===== src/rtl/dds_wave_gen_if.sv =====
// Control/sample bus of the DDS oscillator.
// The master side (voice controller or bench) drives tuning and shape
// controls; the slave side (oscillator) returns the sample and wrap pulse.
interface dds_wave_gen_if #(
    parameter int PHASE_W = 16,
    parameter int OUT_W   = 8,
    parameter int AMP_W   = 7
);
    logic               sample_tick;
    logic               en;
    logic [1:0]         mode;
    logic [PHASE_W-1:0] freq_inc;
    logic [AMP_W-1:0]   amplitude;
    logic [OUT_W-1:0]   duty;
    logic [OUT_W-1:0]   out;
    logic               wrap;

    modport master (
        output sample_tick, en, mode, freq_inc, amplitude, duty,
        input  out, wrap
    );

    modport slave (
        input  sample_tick, en, mode, freq_inc, amplitude, duty,
        output out, wrap
    );
endinterface


===== src/rtl/dds_wave_gen.sv =====
// Phase-accumulator oscillator: saw / triangle / variable-duty square in
// offset binary around midscale, with amplitude scaling. Frequency and shape
// are latched only at phase wrap (or while stopped / stalled) so retuning is
// glitch-free. Optional macro DDS_NOISE_EN adds an LFSR noise source on
// mode 11; without it mode 11 outputs midscale.
module dds_wave_gen #(
    parameter int PHASE_W = 16,
    parameter int OUT_W   = 8,
    parameter int AMP_W   = 7
) (
    input  logic         clk,
    input  logic         rst,
    dds_wave_gen_if.slave bus
);

    localparam logic [OUT_W-1:0] MID = {1'b1, {(OUT_W-1){1'b0}}};
    localparam int PROD_W = OUT_W + AMP_W + 1;

    logic [PHASE_W-1:0] phase_reg;
    logic [PHASE_W-1:0] inc_act_reg;
    logic [1:0]         mode_act_reg;
    logic [OUT_W-1:0]   out_reg;
    logic               wrap_reg;

    logic [PHASE_W:0]          sum;
    logic                      carry;
    logic [OUT_W-1:0]          saw_u;
    logic [OUT_W-1:0]          tri_t;
    logic [OUT_W-1:0]          shape_u;
    logic signed [OUT_W-1:0]   centred;
    logic signed [PROD_W-1:0]  centred_ext;
    logic signed [PROD_W-1:0]  amp_ext;
    logic signed [PROD_W-1:0]  prod;
    logic signed [PROD_W-1:0]  prod_shifted;
    logic [OUT_W-1:0]          scaled;
    logic [OUT_W-1:0]          out_next;
    logic                      prod_unused;

`ifdef DDS_NOISE_EN
    localparam logic [15:0] LFSR_SEED = 16'hACE1;
    // Galois form, right-shifting; taps 16,14,13,11 -> feedback mask 0xB400
    localparam logic [15:0] LFSR_MASK = 16'hB400;
    logic [15:0] lfsr_reg;
`endif

    // Phase accumulation with an explicit carry bit for wrap detection
    always_comb begin
        sum   = {1'b0, phase_reg} + {1'b0, inc_act_reg};
        carry = sum[PHASE_W];
    end

    // Waveform shaping from the pre-update phase and the latched mode
    always_comb begin
        saw_u = phase_reg[PHASE_W-1 -: OUT_W];
        tri_t = phase_reg[PHASE_W-2 -: OUT_W];
        shape_u = MID;
        case (mode_act_reg)
            2'b00: shape_u = saw_u;
            2'b01: shape_u = phase_reg[PHASE_W-1] ? ~tri_t : tri_t;
            2'b10: shape_u = (saw_u < bus.duty) ? {OUT_W{1'b1}} : {OUT_W{1'b0}};
`ifdef DDS_NOISE_EN
            2'b11: shape_u = lfsr_reg[OUT_W-1:0];
`else
            2'b11: shape_u = MID;
`endif
            default: shape_u = MID;
        endcase
    end

    // Amplitude scaling about midscale; the product is kept full width so
    // the arithmetic shift floors exactly and the result can never overflow
    always_comb begin
        centred      = $signed(shape_u - MID);
        centred_ext  = {{(AMP_W+1){centred[OUT_W-1]}}, centred};
        amp_ext      = $signed({{(OUT_W+1){1'b0}}, bus.amplitude});
        prod         = centred_ext * amp_ext;
        prod_shifted = prod >>> AMP_W;
        scaled       = prod_shifted[OUT_W-1:0];
        out_next     = scaled + MID;
        prod_unused  = ^prod_shifted[PROD_W-1:OUT_W];
    end

    // Oscillator state: advances only on sample ticks, wrap is a single-clk pulse
    always_ff @(posedge clk or posedge rst) begin
        if (rst) begin
            phase_reg    <= '0;
            inc_act_reg  <= '0;
            mode_act_reg <= 2'b00;
            out_reg      <= MID;
            wrap_reg     <= 1'b0;
        end else begin
            wrap_reg <= 1'b0;
            if (bus.sample_tick) begin
                if (!bus.en) begin
                    phase_reg    <= '0;
                    inc_act_reg  <= bus.freq_inc;
                    mode_act_reg <= bus.mode;
                    out_reg      <= MID;
                end else begin
                    phase_reg <= sum[PHASE_W-1:0];
                    out_reg   <= out_next;
                    if (carry) begin
                        wrap_reg <= 1'b1;
                    end
                    // Retune at wrap, or at once if stalled at zero increment
                    if (carry || (inc_act_reg == '0)) begin
                        inc_act_reg  <= bus.freq_inc;
                        mode_act_reg <= bus.mode;
                    end
                end
            end
        end
    end

`ifdef DDS_NOISE_EN
    // Noise source: steps on running ticks, reseeds at wrap so timbre repeats
    always_ff @(posedge clk or posedge rst) begin
        if (rst) begin
            lfsr_reg <= LFSR_SEED;
        end else if (bus.sample_tick && bus.en) begin
            if (carry) begin
                lfsr_reg <= LFSR_SEED;
            end else begin
                lfsr_reg <= {1'b0, lfsr_reg[15:1]} ^ (lfsr_reg[0] ? LFSR_MASK : 16'h0000);
            end
        end
    end
`endif

    assign bus.out  = out_reg;
    assign bus.wrap = wrap_reg;

endmodule

===== src/flat_wrapper.sv =====
// flat-port wrapper written by rule: the top's interface ports become plain ports
module dds_wave_gen_flat 
#(
    parameter int PHASE_W = 16,
    parameter int OUT_W   = 8,
    parameter int AMP_W   = 7
)
  (clk, rst, bus_sample_tick, bus_en, bus_mode, bus_freq_inc, bus_amplitude, bus_duty, bus_out, bus_wrap);
  dds_wave_gen_if #(.PHASE_W(PHASE_W), .OUT_W(OUT_W), .AMP_W(AMP_W)) bus_i ();
  input  logic clk;
  input  logic rst;
  input wire logic [$bits(bus_i.sample_tick)-1:0] bus_sample_tick;
  input wire logic [$bits(bus_i.en)-1:0] bus_en;
  input wire logic [$bits(bus_i.mode)-1:0] bus_mode;
  input wire logic [$bits(bus_i.freq_inc)-1:0] bus_freq_inc;
  input wire logic [$bits(bus_i.amplitude)-1:0] bus_amplitude;
  input wire logic [$bits(bus_i.duty)-1:0] bus_duty;
  output wire logic [$bits(bus_i.out)-1:0] bus_out;
  output wire logic [$bits(bus_i.wrap)-1:0] bus_wrap;
  assign bus_i.sample_tick = bus_sample_tick;
  assign bus_i.en = bus_en;
  assign bus_i.mode = bus_mode;
  assign bus_i.freq_inc = bus_freq_inc;
  assign bus_i.amplitude = bus_amplitude;
  assign bus_i.duty = bus_duty;
  assign bus_out = bus_i.out;
  assign bus_wrap = bus_i.wrap;
  dds_wave_gen #(.PHASE_W(PHASE_W), .OUT_W(OUT_W), .AMP_W(AMP_W)) u_core (.clk(clk), .rst(rst), .bus(bus_i));
endmodule

===== config.mk =====
export PLATFORM = sky130hd
export DESIGN_NAME = dds_wave_gen_flat
export DESIGN_NICKNAME = d
export VERILOG_FILES = /design/src/rtl/dds_wave_gen_if.sv /design/src/rtl/dds_wave_gen.sv /design/src/flat_wrapper.sv
export SDC_FILE = /design/constraint.sdc
export NUM_CORES = 1
export LEC_CHECK = 0
export CORE_MARGIN = 2
export CORE_UTILIZATION = 25
export DETAILED_ROUTE_END_ITERATION = 8
export GPL_TIMING_DRIVEN = 0
export PLACE_DENSITY = 0.45
export SLEW_MARGIN = 15
export SYNTH_ARGS = -nofsm -noshare
export SYNTH_HDL_FRONTEND = slang
export SYNTH_SLANG_ARGS = --single-unit

===== constraint.sdc =====
create_clock -name clk -period 14.2 [get_ports clk]
set_input_delay 2.84 -clock clk [delete_from_list [all_inputs] [get_ports clk]]
set_output_delay 2.84 -clock clk [all_outputs]
set_load 0.05 [all_outputs]

**Yosys cells after proc, flatten, opt, wreduce, memory -nomap -nowiden**

Index checks and enable logic that the tools add are counted.

- Register bits: 43
- Bits of input ports: 37
- Output and inout bits: 9

- Add/sub/neg operators: 3
- Multiply operators: 1
- $lt $le $gt $ge: 1
- Eq/ne operators: 4
- Muxes and demuxes: 12
- Bitwise logic cells: 1
- Reduce and logical (&&, ||, !) cells: 4

Operators with widths:

| kind | count |
|---|---|
| $mux W16 | 3 |
| $pmux W8 S4 | 1 |
| $mux W8 | 3 |
| $add A16 B16 Y17 | 1 |
| $logic_not A16 Y1 | 1 |
| $mul A8 B8 Y15 | 1 |
| $add A8 B8 Y8 const B | 1 |
| $lt A8 B8 Y1 | 1 |
| $not A8 Y8 | 1 |
| $sub A8 B8 Y8 const B | 1 |
| $eq A2 B2 Y1 const B | 2 |
| $mux W2 | 2 |
| $mux W1 | 3 |
| $eq A2 B1 Y1 const B | 1 |
| $logic_not A2 Y1 | 1 |
| $ne A2 B1 Y1 const B | 1 |
| $reduce_and A2 Y1 | 1 |
| $logic_or A1 B1 Y1 | 1 |

**Longest topological paths before layout**

- Depth after elaboration: 7
- Depth in mapped cells: 24
- Mapped depth without buffers: 23

**Worst setup path after synthesis**

OpenSTA, ideal clock, no wires.

- Kind: input to register
- Start: input bus_duty[1]
- End: register u_core.out_reg[3] (netlist: u_core.bus.out[3])
- Library setup time: 0.122 ns
- Arrival: 8.168 ns
- Path slack: 5.910 ns
- Stages on the path: 21
- Buffers on the path: 1
- Path through: inv_1 > ha_1 > a2111o_1 > a21oi_1 > buf_2 > nor2_1 > a21oi_1 > and2_1 > fa_1 > fa_1 > fa_1 > inv_1 > fa_1 > inv_1 > ha_1 > a21oi_1 > o21ai_0 > or3_1 > o211a_1 > or3_1 > a32o_1

- Cells in the longest elaborated chain, start to end: 7

Ends and longest elaborated chain:

| item | RTL line | text |
|---|---|---|
| start: declaration | flat_wrapper.sv:17 | `input wire logic [$bits(bus_i.duty)-1:0] bus_duty;` |
| $lt A8 B8 Y1 | dds_wave_gen.sv:60 | `2'b10: shape_u = (saw_u < bus.duty) ? {OUT_W{1'b1}} : {OUT_W{1'b0}};` |
| $mux W8 | dds_wave_gen.sv:60 |  |
| $pmux W8 S4 | dds_wave_gen.sv:57 | `case (mode_act_reg)` |
| $sub A8 B8 Y8 | dds_wave_gen.sv:73 | `centred = $signed(shape_u - MID);` |
| $mul A8 B8 Y15 | dds_wave_gen.sv:76 | `prod = centred_ext * amp_ext;` |
| $add A8 B8 Y8 | dds_wave_gen.sv:79 | `out_next = scaled + MID;` |
| $mux W8 | dds_wave_gen.sv:94 | `if (!bus.en) begin` |
| end signal: assignment | dds_wave_gen.sv:101 | `out_reg <= out_next;` |
| end: declaration | dds_wave_gen.sv:22 | `logic [OUT_W-1:0] out_reg;` |

No other way between the ends.
A chain may end at the register's enable or synchronous reset.

**Worst setup path in the final report**

Ends and elaborated chain as after synthesis.

==> impl_metrics.ini <==
[clocking]
postCtsHoldBufs = 0
cts_tree = yes
numCtsBuffers = 5
cts.sinks = 43
cts_max_level = 2
cts_resized = 0
cts.reportedPaths.clkPinSlew_ps = 60
postCtsSetupBuffers = 0
clk_path_buf_depth = 2
cts-root-buf = clkbuf_16
clock_latency_ps = 280

[sta]
slew_headroom_pct = 43.5
rsz0062_at_grt = false
finClkSkew_ps = 6.50
hold_violations = 0
maxSlewViolCount = 0
max_freq_mhz = 107
period_needed_ps = 9360
setup_violations = 0
tightest_slew_ps = 848
period_share_pct = 65.9
finalSetupTns_ps = 0

[setup_path]
end_kind = flop
critPathLaunchType = input pin
critical_path.slowest_cell = a21oi_1
crit_required_ps = 14370
path_buf_inv = 5
crit_top_cell = fa_1
path_class = input pin to flop
arrival_ps = 9530
crit_family = adder cells
slowest_delay_ps = 610
crit_chain = clkdlybuf4s50_1 > inv_1 > ha_1 > a2111o_1 > a21oi_1 > buf_2 > nor2_1 > a21oi_1 > and2_1 > fa_1 > fa_1 > fa_1 > inv_1 > fa_1 > inv_1 > ha_1 > a21oi_1 > o21ai_0 > or3_1 > o211a_1 > or3_1 > a32o_1
worstPathMaxFanout = 10

[yosys]
yosysWarnings = 0
syn_nets = 664
async_reset_ff_share_pct = 100
synth_cells = 532
ys_seq_area_share_pct = 21.5
synth_area_um2 = 5010
ys_types = 63
ys_ff_latch = 43
synth-edff-count = 0
ys.flop_type = dfrtp_1
avgSynthCellArea_um2 = 9.42

[min_path]
holdCritPathClass = flop to flop

[floorplanning]
start_util_pct = 25.6
dieArea_um2 = 21200
coreArea_um2 = 19600
die_w_um = 146
io_pins = 46
num_rows = 51
fp.dieH_um = 146

[detailed_routing]
dr.pass1.iters = 4
vias_per_cell = 4.65
drtIter0Drc = 142
ant_nets = 0
wire_per_inst_um = 14.9
num_vias = 3953
drc = 0
finalWirelength_um = 12600

[place]
dp_hpwl_um = 10400
port_buffers = 44
routabilityCongestion = 0.833

[layout]
num-fill-cells = 2068
syn_to_final_growth_pct = 19.6
diodes = 0
seqCellArea_um2 = 1080
multi_input_area_um2 = 3550
final_cell_mix = 84 x inv_1, 52 x ha_1, 44 x clkdlybuf4s50_1, 43 x fa_1, 42 x dfrtp_1
nNetsFinal = 716
drive_gt1_share_pct = 8.03
final_common_cell = inv_1

[global_route]
grt_pass1_vias = 3937
grt_use_total_pct = 12.1
antenna_found_initial = 0
grt_pass1_wl_um = 21000
grt_max_degree = 25
overflow = 0

[run]
max-cap-violations = 0

[outcome]
outcome = completed
cells in the mapped netlist (4+ instances only):
master    count  area [µm²]
o22ai_1       9        56.3
xor2_1        6        52.6
o21bai_1      4        30.0
nor2_1       20        75.1
nor3_1        5        25.0
and2_1       41         257
fa_1         43         861
o21ai_0      24         120
mux2_2        9         101
nand4_1       5        31.3
clkbuf_1      6        22.5
or3_1         4        25.0
a211oi_1      5        37.5
nand2_1      32         120
or2_2         4        25.0
o32ai_1       4        35.0
inv_1        85         319
nor4_1        8        50.1
o21a_1        5        37.5
xnor2_1      14         123
mux2_4       10         150
nand3_1       5        25.0
a21oi_1      28         140
ha_1         52         651
dfrtp_1      42        1050
area by class of cell:
| type | count | share of cell area (%) |
|---|---|---|
| plain buffers | 13 | 1.13 |
| flip-flops and latches | 43 | 18.0 |
| repair buffers | 45 | 7.69 |
| well taps | 265 | 5.53 |
| multi-input cells | 391 | 59.2 |
| clock buffers | 6 | 2.15 |
| inverters | 85 | 5.33 |
| clock inverters | 2 | 1.00 |
tightest hold or removal path: cells and delay by family, from the launching register on:
| kind | cells | cell delay [ps] |
|---|---|---|
| DFF | 1 | 380 |
| buffers and inverters | 1 | 50 |
| AOI/OAI and AO/OA | 1 | 60 |
kinds of logic (layout without fill, tap and decap cells):
kind of cell	Yosys count	count (layout)	share of synthesized area, %
and+or+nand+nor	142	142	15.7
AOI/OAI and AO/OA	112	112	15.3
buffers and inverters	98	151	7.72
adders and majority gates	95	95	30.2
DFF	43	43	21.5
xor gates and xnor gates	22	22	4.40
muxes	20	20	5.22
layer usage:
layer | global-route usage [%] | part of all wire (%)
met2 | 19.6 | 46
met3 | 1.50 | 3.0
met5 | 0 | 0
met4 | 1.76 | 0.66
met1 | 17.8 | 50
worst paths after layout:
kind | to | depth (start not counted) | slack, ps | from
min | u_core.phase_reg[0]$_DFFE_PP0P_ | 2 | 530 | u_core.phase_reg[0]$_DFFE_PP0P_
max in group asynchronous | u_core.inc_act_reg[10]$_DFFE_PP0P_ | 3 | 10820 | rst
min in group asynchronous | u_core.bus.out[4]$_DFFE_PP0P_ | 2 | 2900 | rst
max reg2reg | u_core.bus.out[3]$_DFFE_PP0P_ | 20 | 7400 | u_core.phase_reg[9]$_DFFE_PP0P_
max | u_core.bus.out[3]$_DFFE_PP0P_ | 22 | 4840 | bus_duty[1]
min reg2reg | u_core.phase_reg[0]$_DFFE_PP0P_ | 2 | 530 | u_core.phase_reg[0]$_DFFE_PP0P_
stage by stage:
stage / area, µm² / worst slack (ps) / util, % / instances / hold WS, ps
after global routing: 5990 / 4540 / 30.6 / 850 / 559
final: 5990 / 4840 / 30.6 / 850 / 534
after floorplan: 5010 / 5910 / - / 532 / 502
after CTS: 5990 / 4870 / 30.6 / 850 / 536
after detailed placement: 5800 / 4580 / 29.6 / 842 / 524
after global placement: 5780 / 4580 / 29.5 / 841 / 518
Power is left out: the tool's default activity adds up to more than one toggle a clock period on the data nets, which glitch-free logic cannot reach.
